### src/rtl/acorn128_seq_ctrl.sv
// rtl/acorn128_seq_ctrl.sv - ACORN-128 job sequencer: phase FSM, step decode, input gating, tag capture
module acorn128_seq_ctrl #(
  parameter int LEN_W = 16
) (
  input  logic             clk,
  input  logic             rst,
  input  logic             start,
  input  logic [127:0]     key,
  input  logic [127:0]     iv,
  input  logic [LEN_W-1:0] ad_len,
  input  logic [LEN_W-1:0] msg_len,
  input  logic             in_bit,
  input  logic             in_valid,
  output logic             in_ready,
  input  logic             ks_in,
  output logic             step_en,
  output logic             ca,
  output logic             cb,
  output logic             mbit,
  output logic             enc_xor,
  output logic [2:0]       phase,
  output logic             busy,
  output logic             done,
  output logic [127:0]     tag,
  output logic             tag_valid
);

  localparam logic [2:0] PH_IDLE   = 3'd0;
  localparam logic [2:0] PH_INIT   = 3'd1;
  localparam logic [2:0] PH_AD     = 3'd2;
  localparam logic [2:0] PH_ADPAD  = 3'd3;
  localparam logic [2:0] PH_ENC    = 3'd4;
  localparam logic [2:0] PH_ENCPAD = 3'd5;
  localparam logic [2:0] PH_FIN    = 3'd6;
  localparam logic [2:0] PH_DONE   = 3'd7;

  // Last-step indices of the fixed-length phases and the special INIT/FIN points
  localparam logic [LEN_W-1:0] INIT_LAST = LEN_W'(1791);
  localparam logic [LEN_W-1:0] PAD_LAST  = LEN_W'(255);
  localparam logic [LEN_W-1:0] FIN_LAST  = LEN_W'(767);
  localparam logic [LEN_W-1:0] TAG_FIRST = LEN_W'(640);
  localparam logic [LEN_W-1:0] PAD_CA_HI = LEN_W'(128);
  localparam logic [LEN_W-1:0] KEY_FLIP  = LEN_W'(256);
  localparam logic [LEN_W-1:0] ONE       = LEN_W'(1);

  logic [LEN_W-1:0] cnt;
  logic [127:0]     key_q;
  logic [127:0]     iv_q;
  logic [LEN_W-1:0] ad_len_q;
  logic [LEN_W-1:0] msg_len_q;

  logic             init_mbit;
  logic             pad_first;
  logic             pad_ca;
  logic             last_step;
  logic [2:0]       next_phase;

  assign busy = (phase != PH_IDLE) && (phase != PH_DONE);
  assign done = (phase == PH_DONE);

  // INIT message bit: key, then IV, then key with bit 0 flipped once, then key repeated
  always_comb begin
    init_mbit = key_q[cnt[6:0]];
    if (cnt[LEN_W-1:7] == (LEN_W-7)'(1)) begin
      init_mbit = iv_q[cnt[6:0]];
    end else if (cnt == KEY_FLIP) begin
      init_mbit = ~key_q[0];
    end
  end

  assign pad_first = (cnt == '0);
  assign pad_ca    = (cnt < PAD_CA_HI);

  // Per-step control decode; everything is zero unless the datapath steps this cycle
  always_comb begin
    step_en  = 1'b0;
    ca       = 1'b0;
    cb       = 1'b0;
    mbit     = 1'b0;
    in_ready = 1'b0;
    enc_xor  = 1'b0;
    case (phase)
      PH_INIT: begin
        step_en = 1'b1;
        ca      = 1'b1;
        cb      = 1'b1;
        mbit    = init_mbit;
      end
      PH_AD: begin
        in_ready = 1'b1;
        step_en  = in_valid;
        ca       = in_valid;
        cb       = in_valid;
        mbit     = in_valid & in_bit;
      end
      PH_ADPAD: begin
        step_en = 1'b1;
        ca      = pad_ca;
        cb      = 1'b1;
        mbit    = pad_first;
      end
      PH_ENC: begin
        in_ready = 1'b1;
        step_en  = in_valid;
        ca       = in_valid;
        mbit     = in_valid & in_bit;
        enc_xor  = in_valid;
      end
      PH_ENCPAD: begin
        step_en = 1'b1;
        ca      = pad_ca;
        mbit    = pad_first;
      end
      PH_FIN: begin
        step_en = 1'b1;
        ca      = 1'b1;
        cb      = 1'b1;
      end
      default: begin
        step_en = 1'b0;
      end
    endcase
  end

  // Detect the final step of the current phase and pick the successor, skipping empty data phases
  always_comb begin
    last_step  = 1'b0;
    next_phase = PH_IDLE;
    case (phase)
      PH_INIT: begin
        last_step  = (cnt == INIT_LAST);
        next_phase = (ad_len_q == '0) ? PH_ADPAD : PH_AD;
      end
      PH_AD: begin
        last_step  = (cnt == ad_len_q - ONE);
        next_phase = PH_ADPAD;
      end
      PH_ADPAD: begin
        last_step  = (cnt == PAD_LAST);
        next_phase = (msg_len_q == '0) ? PH_ENCPAD : PH_ENC;
      end
      PH_ENC: begin
        last_step  = (cnt == msg_len_q - ONE);
        next_phase = PH_ENCPAD;
      end
      PH_ENCPAD: begin
        last_step  = (cnt == PAD_LAST);
        next_phase = PH_FIN;
      end
      PH_FIN: begin
        last_step  = (cnt == FIN_LAST);
        next_phase = PH_DONE;
      end
      default: begin
        last_step  = 1'b0;
        next_phase = PH_IDLE;
      end
    endcase
  end

  // Phase register and step counter; counter restarts at every phase entry
  always_ff @(posedge clk or posedge rst) begin
    if (rst) begin
      phase <= PH_IDLE;
      cnt   <= '0;
    end else begin
      case (phase)
        PH_IDLE: begin
          cnt <= '0;
          if (start) begin
            phase <= PH_INIT;
          end
        end
        PH_DONE: begin
          phase <= PH_IDLE;
          cnt   <= '0;
        end
        default: begin
          if (step_en) begin
            if (last_step) begin
              phase <= next_phase;
              cnt   <= '0;
            end else begin
              cnt <= cnt + ONE;
            end
          end
        end
      endcase
    end
  end

  // Job parameters are captured only when a start is accepted
  always_ff @(posedge clk or posedge rst) begin
    if (rst) begin
      key_q     <= '0;
      iv_q      <= '0;
      ad_len_q  <= '0;
      msg_len_q <= '0;
    end else if (phase == PH_IDLE && start) begin
      key_q     <= key;
      iv_q      <= iv;
      ad_len_q  <= ad_len;
      msg_len_q <= msg_len;
    end
  end

  // Tag shifts in keystream over the last 128 FIN steps and stays put until the next job
  always_ff @(posedge clk or posedge rst) begin
    if (rst) begin
      tag       <= '0;
      tag_valid <= 1'b0;
    end else begin
      if (phase == PH_IDLE && start) begin
        tag       <= '0;
        tag_valid <= 1'b0;
      end else if (phase == PH_FIN && cnt >= TAG_FIRST) begin
        tag <= {ks_in, tag[127:1]};
      end else if (phase == PH_DONE) begin
        tag_valid <= 1'b1;
      end
    end
  end

endmodule
### config.mk
export PLATFORM = sky130hd
export DESIGN_NAME = acorn128_seq_ctrl
export DESIGN_NICKNAME = d
export VERILOG_FILES = /design/src/rtl/acorn128_seq_ctrl.sv
export SDC_FILE = /design/constraint.sdc
export NUM_CORES = 1
export LEC_CHECK = 0
export ABC_CLOCK_PERIOD_IN_PS = 16300
export CORE_MARGIN = 2
export CORE_UTILIZATION = 40
export CTS_BUF_LIST = sky130_fd_sc_hd__clkbuf_8
export DETAILED_ROUTE_END_ITERATION = 12
export GPL_TIMING_DRIVEN = 0
export PLACE_DENSITY = 0.66
export SYNTH_ARGS = -nofsm -noshare
export SYNTH_HDL_FRONTEND = slang
export SYNTH_SLANG_ARGS = --single-unit
export TNS_END_PERCENT = 10
### constraint.sdc
create_clock -name clk -period 16.3 [get_ports clk]
set_clock_uncertainty 0.05 [all_clocks]
set_input_delay 2.445 -clock clk [delete_from_list [all_inputs] [get_ports clk]]
set_output_delay 2.445 -clock clk [all_outputs]
set_load 0.005 [all_outputs]
==> metrics.md <==
| Metric | Value |
|---|---|
| Ratio of cells with drive above 1 in the final layout | 0.0760 |
| Slew @ Worst Pin | 1.13 ns |
| Root Buffer | clkbuf_8 |
| Hold WC Path Type | flip-flop to flip-flop |
| Setup_tns | 0 ns |
| CP peak stage delay | 0.77 ns |
| Overall power | 0.00404 W |
| Mapped cell area | 20400 um2 |
| Crit share post-route | 0.478 |
| Post-synthesis sequential element count | between 400 and 500 |
| Mapped Nets | 2582 |
| Area of the core | 50300 um2 |
| CP cell instances | buf_2, buf_2, buf_2, buf_1, mux4_2, a22oi_1, nand4b_1, o21ai_0, o21ai_0, nand2_1, o311ai_0, nand2_1, o21ai_0, clkdlybuf4s50_1 |
| Syn. warnings | 0 |
| DRC viols | 0 |
| Worst-skew pair later-pin latency | 0.65 ns |
| Largest area contributor in the netlist | dfrtp_1 |
| Post-synthesis sequential area ratio | 0.535 |
| CTS H-tree lvls | 3 |
| Clock sinks | 436 |
| I/O Buffers | about 430 |
| Library cells used by synthesis | 77 |
| Worst Setup Start Kind | flip-flop |
| Cts repair resizes | 0 |
| Area Overhead vs Synth | 33.6% |
| First-pass GRT wire length | around 100 mm |
| Run status | completed |
| CTS tree | done |
| Vias/cell | ~5 |
| Most area-consuming cells after synthesis | dfrtp_1 (53%), nand2_1 (21%), mux4_2 (7.9%) |
| Critical Path AT | about 5.3 ns |
| Nets | 3096 |
| FILL cells | about 4600 |
| Slowest-stage cell, CP | buf_1 |
| Ports | approximately 430 |
| Worst vdd ir | around 0.062 mV |
| Yosys top cell area share | 0.535 |
| Syn Area/Cell | between 8 and 9 um2 |
| Worst rel slew slack | 0.244 |
| RePlAce Congestion | about 0.88 |
| Worst hold slack | approximately 0.42 ns |
| Antenna violations before repair | 12 |
| Top_reg_cell synth | dfrtp_1 |
| Hpwl dp | 49.5 mm |
| Post-synth top cells | nand2_1 (1148), dfrtp_1 (436), o21ai_0 (155) |
| Clock Pin Slew Worst Setup and Hold Paths | ~0.07 ns |
| CTS Hold Bufs | 0 |
| Setup CP Type | flip-flop to primary output |
| Die Ht | between 200 and 250 um |
| GRT Util Overall | 0.252 |
| Initial DRC count | around 1400 |
| Fraction of registers with async set/reset | 1.00 |
| Final Hold Fails | 0 |
| EDFF count, synth | 0 |
| Pin count of the biggest net entering global routing | about 140 |
| Final setup vio count | 0 |
| Final Slew Violations | 0 |
| Vias | about 18000 |
| RSZ-0062 raised after global routing | false |
| Period minus WS final | between 7 and 8 ns |
| Syn Inst Count | about 2300 |
| Critical Path RT | between 10 and 15 ns |
| DP Cell Count | approximately 3400 |
| GRT overflow | 0 |
| Die Wd | about 230 um |
| Setup slack after placement | 9.15 ns |
| Finished Layout Cells | approximately 3500 |
| Leak | 12.4 nW |
| Final Worst Setup Slack | 8.51 ns |
| Worst-path fanout max | 10 |
| Starting Density | 0.406 |
| Postcts setup bufs | 0 |
| Power per cell area | 148 nW/um2 |
| Wirelength per Cell | around 19 um |
| Vias in the first global route | between 15000 and 20000 |
| Initial DRT Pass Iterations | 5 |
| FMAX | about 0.13 GHz |
| DRT Wirelength | around 66 mm |
| Antenna Nets Post-Route | 0 |
| FP Rows | 82 |
| Area of the die | roughly 53000 um2 |
| Max-cap viol count | 0 |
| CP Capture Type | primary output |
| Most frequent cell after synthesis | nand2_1 |
| Num CTS Buffers | 76 |
| Clock Path Buffers | 3 |
## state kept, by name, indices dropped and copies added (netlist names)
signal and flops:
iv_q 128, key_q 128, tag 128, ad_len_q 16, cnt 16, msg_len_q 16, phase 3, tag_valid 1
## cells by family (layout without fill, tap and decap cells)
logic type / Yosys count / count (layout) / share of synthesized area
muxes: 94 / 94 / 0.0904
buffers and inverters: 176 / 747 / 0.0342
AOI/OAI and AO/OA: 237 / 237 / 0.0693
other: 0 / 10 / 0
xor gates and xnor gates: 29 / 29 / 0.0124
adders and majority gates: 5 / 5 / 0.00282
DFF: 436 / 436 / 0.535
and+or+nand+nor: 1308 / 1308 / 0.256
## per-stage QoR
stage	instance area, um2	utilization
2_1_floorplan	20400	-
3_3_place_gp	25600	0.509
3_5_place_dp	25700	0.511
4_1_cts	27200	0.542
5_1_grt	27300	0.542
6_report	27300	0.542
## worst max-delay path: cells and delay by family, from the launching register on
kind,cells,cell delay (ns)
and+or+nand+nor,3,0.37
AOI/OAI and AO/OA,5,1.06
muxes,1,0.41
DFF,1,0.38
buffers and inverters,5,2.39
## report_power, final
group          internal [W]  switching, W  total [W]  leakage (nW)
combinational      0.000611      0.000754    0.00136          5.87
sequential          0.00143      0.000226    0.00165          5.63
clock              0.000560      0.000460    0.00102         0.883
## cells in the final DEF, fill, tap and decap left out, types with 4 or more instances in the layout
cell,netlist,routed
clkbuf_1,134,134
nor2b_1,10,10
a22oi_1,9,9
a21oi_1,12,12
and2_1,4,4
mux2i_1,20,20
nor3_1,33,33
nand3_1,22,22
dfrtp_1,436,436
o21ai_0,155,155
clkinv_2,0,7
inv_1,15,37
clkbuf_8,0,99
nand4_1,5,5
nor2_1,35,35
and3_1,7,7
nor3b_1,5,5
nor4_1,7,7
buf_2,12,12
clkdlybuf4s50_1,0,433
a2111oi_0,5,5
xor2_1,7,7
or3_1,5,5
nand2_1,1148,1148
o31ai_1,5,5
or4_1,8,8
xnor2_1,22,22
mux4_2,72,72
o311ai_0,4,4
buf_1,9,9
clkinvlp_4,0,4
a31oi_1,6,6
diode_2,0,10
## per-layer routing
layer / vias up / part of all wire / GRT usage
li1: 8540 / - / -
met1: 8826 / 0.43 / 0.343
met2: 607 / 0.48 / 0.406
met3: 123 / 0.058 / 0.0406
met4: 0 / 0.031 / 0.0984
met5: - / 0 / 0
## path summary, 6_finish.rpt
| kind | cells after the start | slack [ns] | end | from |
|---|---|---|---|---|
| worst max register to register | 17 | 10.97 | cnt[5]$_DFFE_PP0P_ | phase[1]$_DFFE_PP0P_ |
| max in group asynchronous | 4 | 12.36 | key_q[66]$_DFFE_PP0P_ | rst |
| min in group asynchronous | 2 | 2.21 | iv_q[4]$_DFFE_PP0P_ | rst |
| worst min-delay path | 2 | 0.42 | key_q[106]$_DFFE_PP0P_ | key_q[106]$_DFFE_PP0P_ |
| worst max-delay path | 14 | 8.51 | mbit | cnt[1]$_DFFE_PP0P_ |
| worst min register to register | 2 | 0.42 | key_q[106]$_DFFE_PP0P_ | key_q[106]$_DFFE_PP0P_ |
## area by class of cell
| class | count | area [um2] | share of cell area |
|---|---|---|---|
| diodes | 10 | 25.0 | 0.000918 |
| repair buffers | 436 | 4420 | 0.162 |
| plain buffers | 158 | 631 | 0.0231 |
| clock inverters | 36 | 198 | 0.00725 |
| inverters | 18 | 75.1 | 0.00275 |
| well taps | 672 | 841 | 0.0308 |
| flip-flops and latches | 436 | 10900 | 0.400 |
| clock buffers | 99 | 1360 | 0.0500 |
| multi-input cells | 1673 | 8800 | 0.323 |
Note: power is estimated with default switching activity, not from simulation.
